**src/rtl/i2c_arb_pkg.sv**
```systemverilog
// Shared definitions for the I2C requester arbiter: controller states,
// I2C byte-master field widths and a small index helper.
package i2c_arb_pkg;

    // Field widths of the shared I2C byte master
    localparam int ADDR_W = 7;
    localparam int DATA_W = 8;

    // Controller states; the encoding is fixed so it can be probed and
    // compared against other tooling that decodes the state register.
    typedef enum logic [2:0] {
        IDLE       = 3'd0,
        LAUNCH     = 3'd1,
        WAIT_START = 3'd2,
        WAIT_DONE  = 3'd3,
        RESP       = 3'd4
    } arb_state_t;

    // Index that follows idx in a ring of n slots (n-1 wraps to 0)
    function automatic int nextIndex(input int idx, input int n);
        return (idx >= n - 1) ? 0 : idx + 1;
    endfunction

endpackage

```
**src/rtl/i2c_req_arbiter_rr_pick.sv**
```systemverilog
// Combinational round-robin picker: returns the first asserted request at
// or after the pointer position, wrapping around the requester ring.
module rr_pick #(
    parameter int NREQ = 4,
    parameter int PW   = $clog2(NREQ)
) (
    input  logic [NREQ-1:0] i_req,
    input  logic [PW-1:0]   i_ptr,
    output logic [NREQ-1:0] o_grant,
    output logic [PW-1:0]   o_idx,
    output logic            o_valid
);

    logic [PW-1:0] w_cand;

    // Walk the ring starting at the pointer and stop at the first request
    always_comb begin
        o_grant = '0;
        o_idx   = '0;
        o_valid = 1'b0;
        w_cand  = '0;
        for (int k = 0; k < NREQ; k++) begin
            w_cand = PW'((int'(i_ptr) + k) % NREQ);
            if (!o_valid && i_req[w_cand]) begin
                o_valid         = 1'b1;
                o_idx           = w_cand;
                o_grant[w_cand] = 1'b1;
            end
        end
    end

endmodule

```
**src/rtl/i2c_req_arbiter.sv**
```systemverilog
// Round-robin arbiter sharing one I2C byte master between NREQ clients.
// Latches the winning command, pulses the master enable, follows the
// ready busy/idle handshake and reports done/err back to the owner.
module i2c_req_arbiter
    import i2c_arb_pkg::*;
#(
    parameter int NREQ      = 4,
    parameter int EN_CYCLES = 5,
    parameter int TIMEOUT   = 1024,
    parameter int TW        = 11
) (
    input  logic                     clk,
    input  logic                     reset,
    input  logic [NREQ-1:0]          req,
    input  logic [ADDR_W*NREQ-1:0]   req_addr,
    input  logic [DATA_W*NREQ-1:0]   req_data,
    input  logic [NREQ-1:0]          req_rw,
    output logic [NREQ-1:0]          grant,
    output logic [NREQ-1:0]          done,
    output logic                     err,
    output logic [DATA_W-1:0]        rdata,
    output logic                     busy,
    output logic [ADDR_W-1:0]        m_addr,
    output logic [DATA_W-1:0]        m_data_in,
    output logic                     m_rw,
    output logic                     m_enable,
    input  logic                     m_ready,
    input  logic [DATA_W-1:0]        m_data_out
);

    localparam int PW  = $clog2(NREQ);
    localparam int ENW = $clog2(EN_CYCLES + 1);

    localparam logic [ENW-1:0] EN_LAST   = ENW'(EN_CYCLES - 1);
    localparam logic [TW-1:0]  TIMER_MAX = TW'(TIMEOUT);

    arb_state_t        r_state;
    logic [PW-1:0]     r_ptr;
    logic [NREQ-1:0]   r_grant;
    logic [NREQ-1:0]   r_done;
    logic              r_err;
    logic [DATA_W-1:0] r_rdata;
    logic [ADDR_W-1:0] r_mAddr;
    logic [DATA_W-1:0] r_mData;
    logic              r_mRw;
    logic              r_mEnable;
    logic [ENW-1:0]    r_enCnt;
    logic [TW-1:0]     r_timer;

    logic [NREQ-1:0]   w_winGrant;
    logic [PW-1:0]     w_winIdx;
    logic              w_winValid;
    logic [ADDR_W-1:0] w_selAddr;
    logic [DATA_W-1:0] w_selData;
    logic              w_selRw;
    logic              w_timerMax;
    logic              w_canStart;

    rr_pick #(
        .NREQ (NREQ),
        .PW   (PW)
    ) u_pick (
        .i_req   (req),
        .i_ptr   (r_ptr),
        .o_grant (w_winGrant),
        .o_idx   (w_winIdx),
        .o_valid (w_winValid)
    );

    // Route the winning requester's command fields toward the latch
    always_comb begin
        w_selAddr = '0;
        w_selData = '0;
        w_selRw   = 1'b0;
        for (int i = 0; i < NREQ; i++) begin
            if (w_winGrant[i]) begin
                w_selAddr = req_addr[i*ADDR_W +: ADDR_W];
                w_selData = req_data[i*DATA_W +: DATA_W];
                w_selRw   = req_rw[i];
            end
        end
    end

    assign w_timerMax = (r_timer == TIMER_MAX);
    assign w_canStart = w_winValid && m_ready;

    // Transaction controller: arbitration, launch, handshake tracking, response
    always_ff @(posedge clk or negedge reset) begin
        if (!reset) begin
            r_state   <= IDLE;
            r_ptr     <= '0;
            r_grant   <= '0;
            r_done    <= '0;
            r_err     <= 1'b0;
            r_rdata   <= '0;
            r_mAddr   <= '0;
            r_mData   <= '0;
            r_mRw     <= 1'b0;
            r_mEnable <= 1'b0;
            r_enCnt   <= '0;
            r_timer   <= '0;
        end else begin
            r_done <= '0;
            r_err  <= 1'b0;
            case (r_state)
                IDLE: begin
                    if (w_canStart) begin
                        r_grant   <= w_winGrant;
                        r_mAddr   <= w_selAddr;
                        r_mData   <= w_selData;
                        r_mRw     <= w_selRw;
                        r_ptr     <= PW'(nextIndex(int'(w_winIdx), NREQ));
                        r_mEnable <= 1'b1;
                        r_enCnt   <= '0;
                        r_timer   <= '0;
                        r_state   <= LAUNCH;
                    end
                end
                LAUNCH: begin
                    if (!m_ready) begin
                        r_mEnable <= 1'b0;
                        r_timer   <= '0;
                        r_state   <= WAIT_DONE;
                    end else if (r_enCnt == EN_LAST) begin
                        r_mEnable <= 1'b0;
                        r_timer   <= '0;
                        r_state   <= WAIT_START;
                    end else begin
                        r_enCnt <= r_enCnt + 1'b1;
                    end
                end
                WAIT_START: begin
                    if (!m_ready) begin
                        r_timer <= '0;
                        r_state <= WAIT_DONE;
                    end else if (w_timerMax) begin
                        r_err   <= 1'b1;
                        r_state <= RESP;
                    end else begin
                        r_timer <= r_timer + 1'b1;
                    end
                end
                WAIT_DONE: begin
                    if (m_ready) begin
                        if (r_mRw) begin
                            r_rdata <= m_data_out;
                        end
                        r_done  <= r_grant;
                        r_state <= RESP;
                    end else if (w_timerMax) begin
                        r_err   <= 1'b1;
                        r_state <= RESP;
                    end else begin
                        r_timer <= r_timer + 1'b1;
                    end
                end
                RESP: begin
                    r_grant <= '0;
                    r_timer <= '0;
                    r_state <= IDLE;
                end
                default: begin
                    r_grant   <= '0;
                    r_mEnable <= 1'b0;
                    r_timer   <= '0;
                    r_state   <= IDLE;
                end
            endcase
        end
    end

    assign grant     = r_grant;
    assign done      = r_done;
    assign err       = r_err;
    assign rdata     = r_rdata;
    assign busy      = (r_state != IDLE);
    assign m_addr    = r_mAddr;
    assign m_data_in = r_mData;
    assign m_rw      = r_mRw;
    assign m_enable  = r_mEnable;

endmodule

```
**config.mk**
```make
export PLATFORM = sky130hd
export DESIGN_NAME = i2c_req_arbiter
export DESIGN_NICKNAME = d
export VERILOG_FILES = /design/src/rtl/i2c_arb_pkg.sv /design/src/rtl/i2c_req_arbiter_rr_pick.sv /design/src/rtl/i2c_req_arbiter.sv
export SDC_FILE = /design/constraint.sdc
export NUM_CORES = 1
export LEC_CHECK = 0
export CORE_AREA = 2 2 105 107
export DETAILED_ROUTE_END_ITERATION = 10
export DIE_AREA = 0 0 107 109
export DONT_BUFFER_PORTS = 1
export GPL_TIMING_DRIVEN = 0
export PLACE_DENSITY_LB_ADDON = 0.05
export REMOVE_ABC_BUFFERS = 1
export SYNTH_ARGS = -nofsm -noshare
export SYNTH_HDL_FRONTEND = slang
export SYNTH_SLANG_ARGS = --single-unit
```
**constraint.sdc**
```tcl
create_clock -name clk -period 6.45 [get_ports clk]
set_input_delay 0.3225 -clock clk [delete_from_list [all_inputs] [get_ports clk]]
set_output_delay 0.3225 -clock clk [all_outputs]
set_load 0.03 [all_outputs]
```
==> results.json <==
{
  "die_area_sq_um": 11660,
  "crit_path_start_kind": "register",
  "mostFrequentLayoutCell": "dfrtp_1",
  "ir_worst_vdd_v": 0.0001901,
  "port-buffer-count": 0,
  "final_nets": 457,
  "hpwlAfterDp_microns": 6992,
  "end_kind": "register",
  "ys_seq_elements": 53,
  "avgSynthCellArea_sq_um": 9.260,
  "power_frac_clock_pct": 12.0,
  "rsz0062_at_grt": "no",
  "maxSlewViolCount": 0,
  "critPathMaxFanout": 21,
  "first_pass_iters": 4,
  "cellPowerDensity_nw_per_um2": 536.5,
  "wl_microns": 10090,
  "power.leakage_nw": 1.548,
  "die_w_microns": 107,
  "final.setup.tns_ns": 0,
  "yosys.area.top_type": "dfrtp_1",
  "grt-ovfl-total": 0,
  "first_global_vias": 2893,
  "fmax_ghz": 0.2425,
  "synth_edf_count": 0,
  "placed_cell_area_sq_um": 3647,
  "yosysTopAreaCellShare_pct": 36.54,
  "worst_ep_required_time_ns": 6.68,
  "fillers": 1083,
  "tightest_slew_ns": 1.253,
  "syn_to_final_growth_pct": 4.826,
  "ys_seq_area_share_pct": 36.54,
  "slew_headroom_pct": 15.40,
  "hold_path.class": "input pin to register",
  "async_reset_ff_share_pct": 100.0,
  "cts_buffer_depth": 2,
  "seqPwrFrac_pct": 36.7,
  "crit_arrival_ns": 4.36,
  "drt-wirelength-per-cell_microns": 19.87,
  "final_cell_mix": "dfrtp_1 (53), nand2_1 (51), inv_1 (27)",
  "grt_max_degree": 54,
  "ctsHtreeMaxLevel": 2,
  "swShare_pct": 51.88,
  "drtIter0Drc": 134,
  "root_buffer": "clkbuf_8",
  "vias": 2905,
  "ioPinCount": 114,
  "initial_core_util_pct": 34.23,
  "grt.total_usage_pct": 17.44,
  "antenna_cells": 0,
  "drc_errors": 0,
  "clkLatencyLatePin_ns": 0.32,
  "cts.sinks": 53,
  "core_sq_um": 10600,
  "gp_congestion": 0.7877,
  "die_y_microns": 109,
  "finalHoldViolations": 0,
  "row_count": 38,
  "grt_pass1_wl_microns": 15950,
  "setup_viol": 0,
  "p_switching_mw": 1.059,
  "synthFlopType": "dfrtp_1",
  "drv_cap": 0,
  "synth_area_sq_um": 3630,
  "status": "complete, no violations",
  "clkSlewWorstSetupHoldPaths_ns": 0.10,
  "fin_crit_ns": 4.124,
  "detail-route-antenna-nets": 0,
  "internal-power_mw": 0.9823,
  "final_area_sq_um": 3805,
  "vias_per_cell": 5.719,
  "clock_skew_ns": 0.007607,
  "numCtsBuffers": 5,
  "synth_area_leaders": "dfrtp_1 (37%), nand2_1 (5.3%), a211oi_1 (4.1%), ha_1 (3.8%), a221oi_2 (3.7%)",
  "antenna_found_initial": 0,
  "worstSetupPathType": "register to register",
  "synthCells": 392,
  "synthDistinctLibCells": 60,
  "yosysWarnings": 0,
  "period_share_pct": 63.94,
  "power_frac_comb_pct": 51.3,
  "drive_gt1_share_pct": 10.33,
  "cts_tree": "done"
}
-- path summary, 6_finish.rpt --
kind	start	end	slack [ns]	cells past startpoint
min in group asynchronous	reset	r_timer[10]	0.52	2
max in group asynchronous	reset	m_data_in[2]	5.68	2
max reg2reg	register	m_addr[4]	2.33	8
min reg2reg	r_timer[10]	r_timer[10]	0.51	1
min	m_data_out[7]	rdata[7]	0.15	1
max	register	m_addr[4]	2.33	8
-- per-stage QoR --
step           hold WS [ns]  cells  power (mW)  utilization [%]  worst slack (ns)
2_1_floorplan       0.02691    356       1.483                -             3.172
3_3_place_gp        0.02859    496       1.750            33.86             2.269
3_5_place_dp        0.02913    498       1.806            34.40             2.297
4_1_cts              0.1346    508       2.068            35.89             2.293
5_1_grt              0.1306    508       2.208            35.89             1.876
6_report             0.1479    508       2.041            35.89             2.326
-- routing by layer --
metal	vias up	routed length [microns]	track usage, %
met3	7	481	3.527
met1	1422	4652	24.05
met2	79	4842	28.25
li1	1397	-	-
met5	-	0	0
met4	0	116	4.082
-- power by group through the flow --
| stage | registers (mW) | clock network, mW | logic [mW] |
|---|---|---|---|
| floorplan | 0.715 | 0 | 0.768 |
| global route | 0.770 | 0.269 | 1.17 |
| global placement | 0.759 | 0 | 0.991 |
| finish | 0.749 | 0.246 | 1.05 |
| CTS | 0.753 | 0.257 | 1.06 |
| detailed placement | 0.759 | 0 | 1.05 |
-- cells in the mapped netlist (all sizes together), types with 3 or more instances --
cell type and number:
inv 28, a22oi 3, mux4 3, o21ai 17, a221oi 17, nand3 6, and3 6, o41ai 4
o211ai 17, nand2 51, nor2 20, xor2 5, buf 21, nor2b 3, nor3 3, dfrtp 53
nand4 4, and2 6, a211oi 20, a21oi 5, clkbuf 15, nand2b 5, mux2 10, a221o 3
o221ai 15, mux2i 7, ha 11, o22ai 3
-- cell type report --
class                      instances  area (sq um)  share of cell area [%]
multi-input combinational        275          1986                   52.19
sequential                        53          1326                   34.86
tap                              140         175.2                   4.604
inverter                          28         105.1                   2.762
timing repair buffer               4         92.59                   2.433
clock buffer                       6         82.58                   2.170
clock inverter                     2         37.54                  0.9865
-- critical path, cell delays in order, from the launching register on --
cell and delay, ns:
dfrtp_1 0.86, inv_1 0.20, ha_1 0.52, inv_1 0.07
a2111oi_1 0.58, o21a_1 0.63, a21o_1 0.68, a221oi_1 0.24
o221ai_1 0.24
-- registers in the layout (all words and copies together) (netlist names), named ones only --
register and flops:
r_timer 11, m_data_in 8, rdata 8, m_addr 7
done 4, grant 4, r_enCnt 3, r_state 3
err 1, m_enable 1, m_rw 1, r_ptr 1
-- kinds of logic after synthesis --
kind of cell / Yosys count / share of synthesized area [%]
and+or+nand+nor: 119 / 15.82
AOI/OAI and AO/OA: 117 / 26.16
buffers and inverters: 64 / 8.824
DFF: 53 / 36.54
muxes: 20 / 6.894
adders and majority gates: 12 / 4.068
xor gates and xnor gates: 7 / 1.689
-- what timing repair did --
item	CTS	global route
endpoints found under the hold margin	53	0
hold buffers	2	0
setup buffers	0	0
gates resized for setup	0	0
Power figures use the tool's default switching activity.
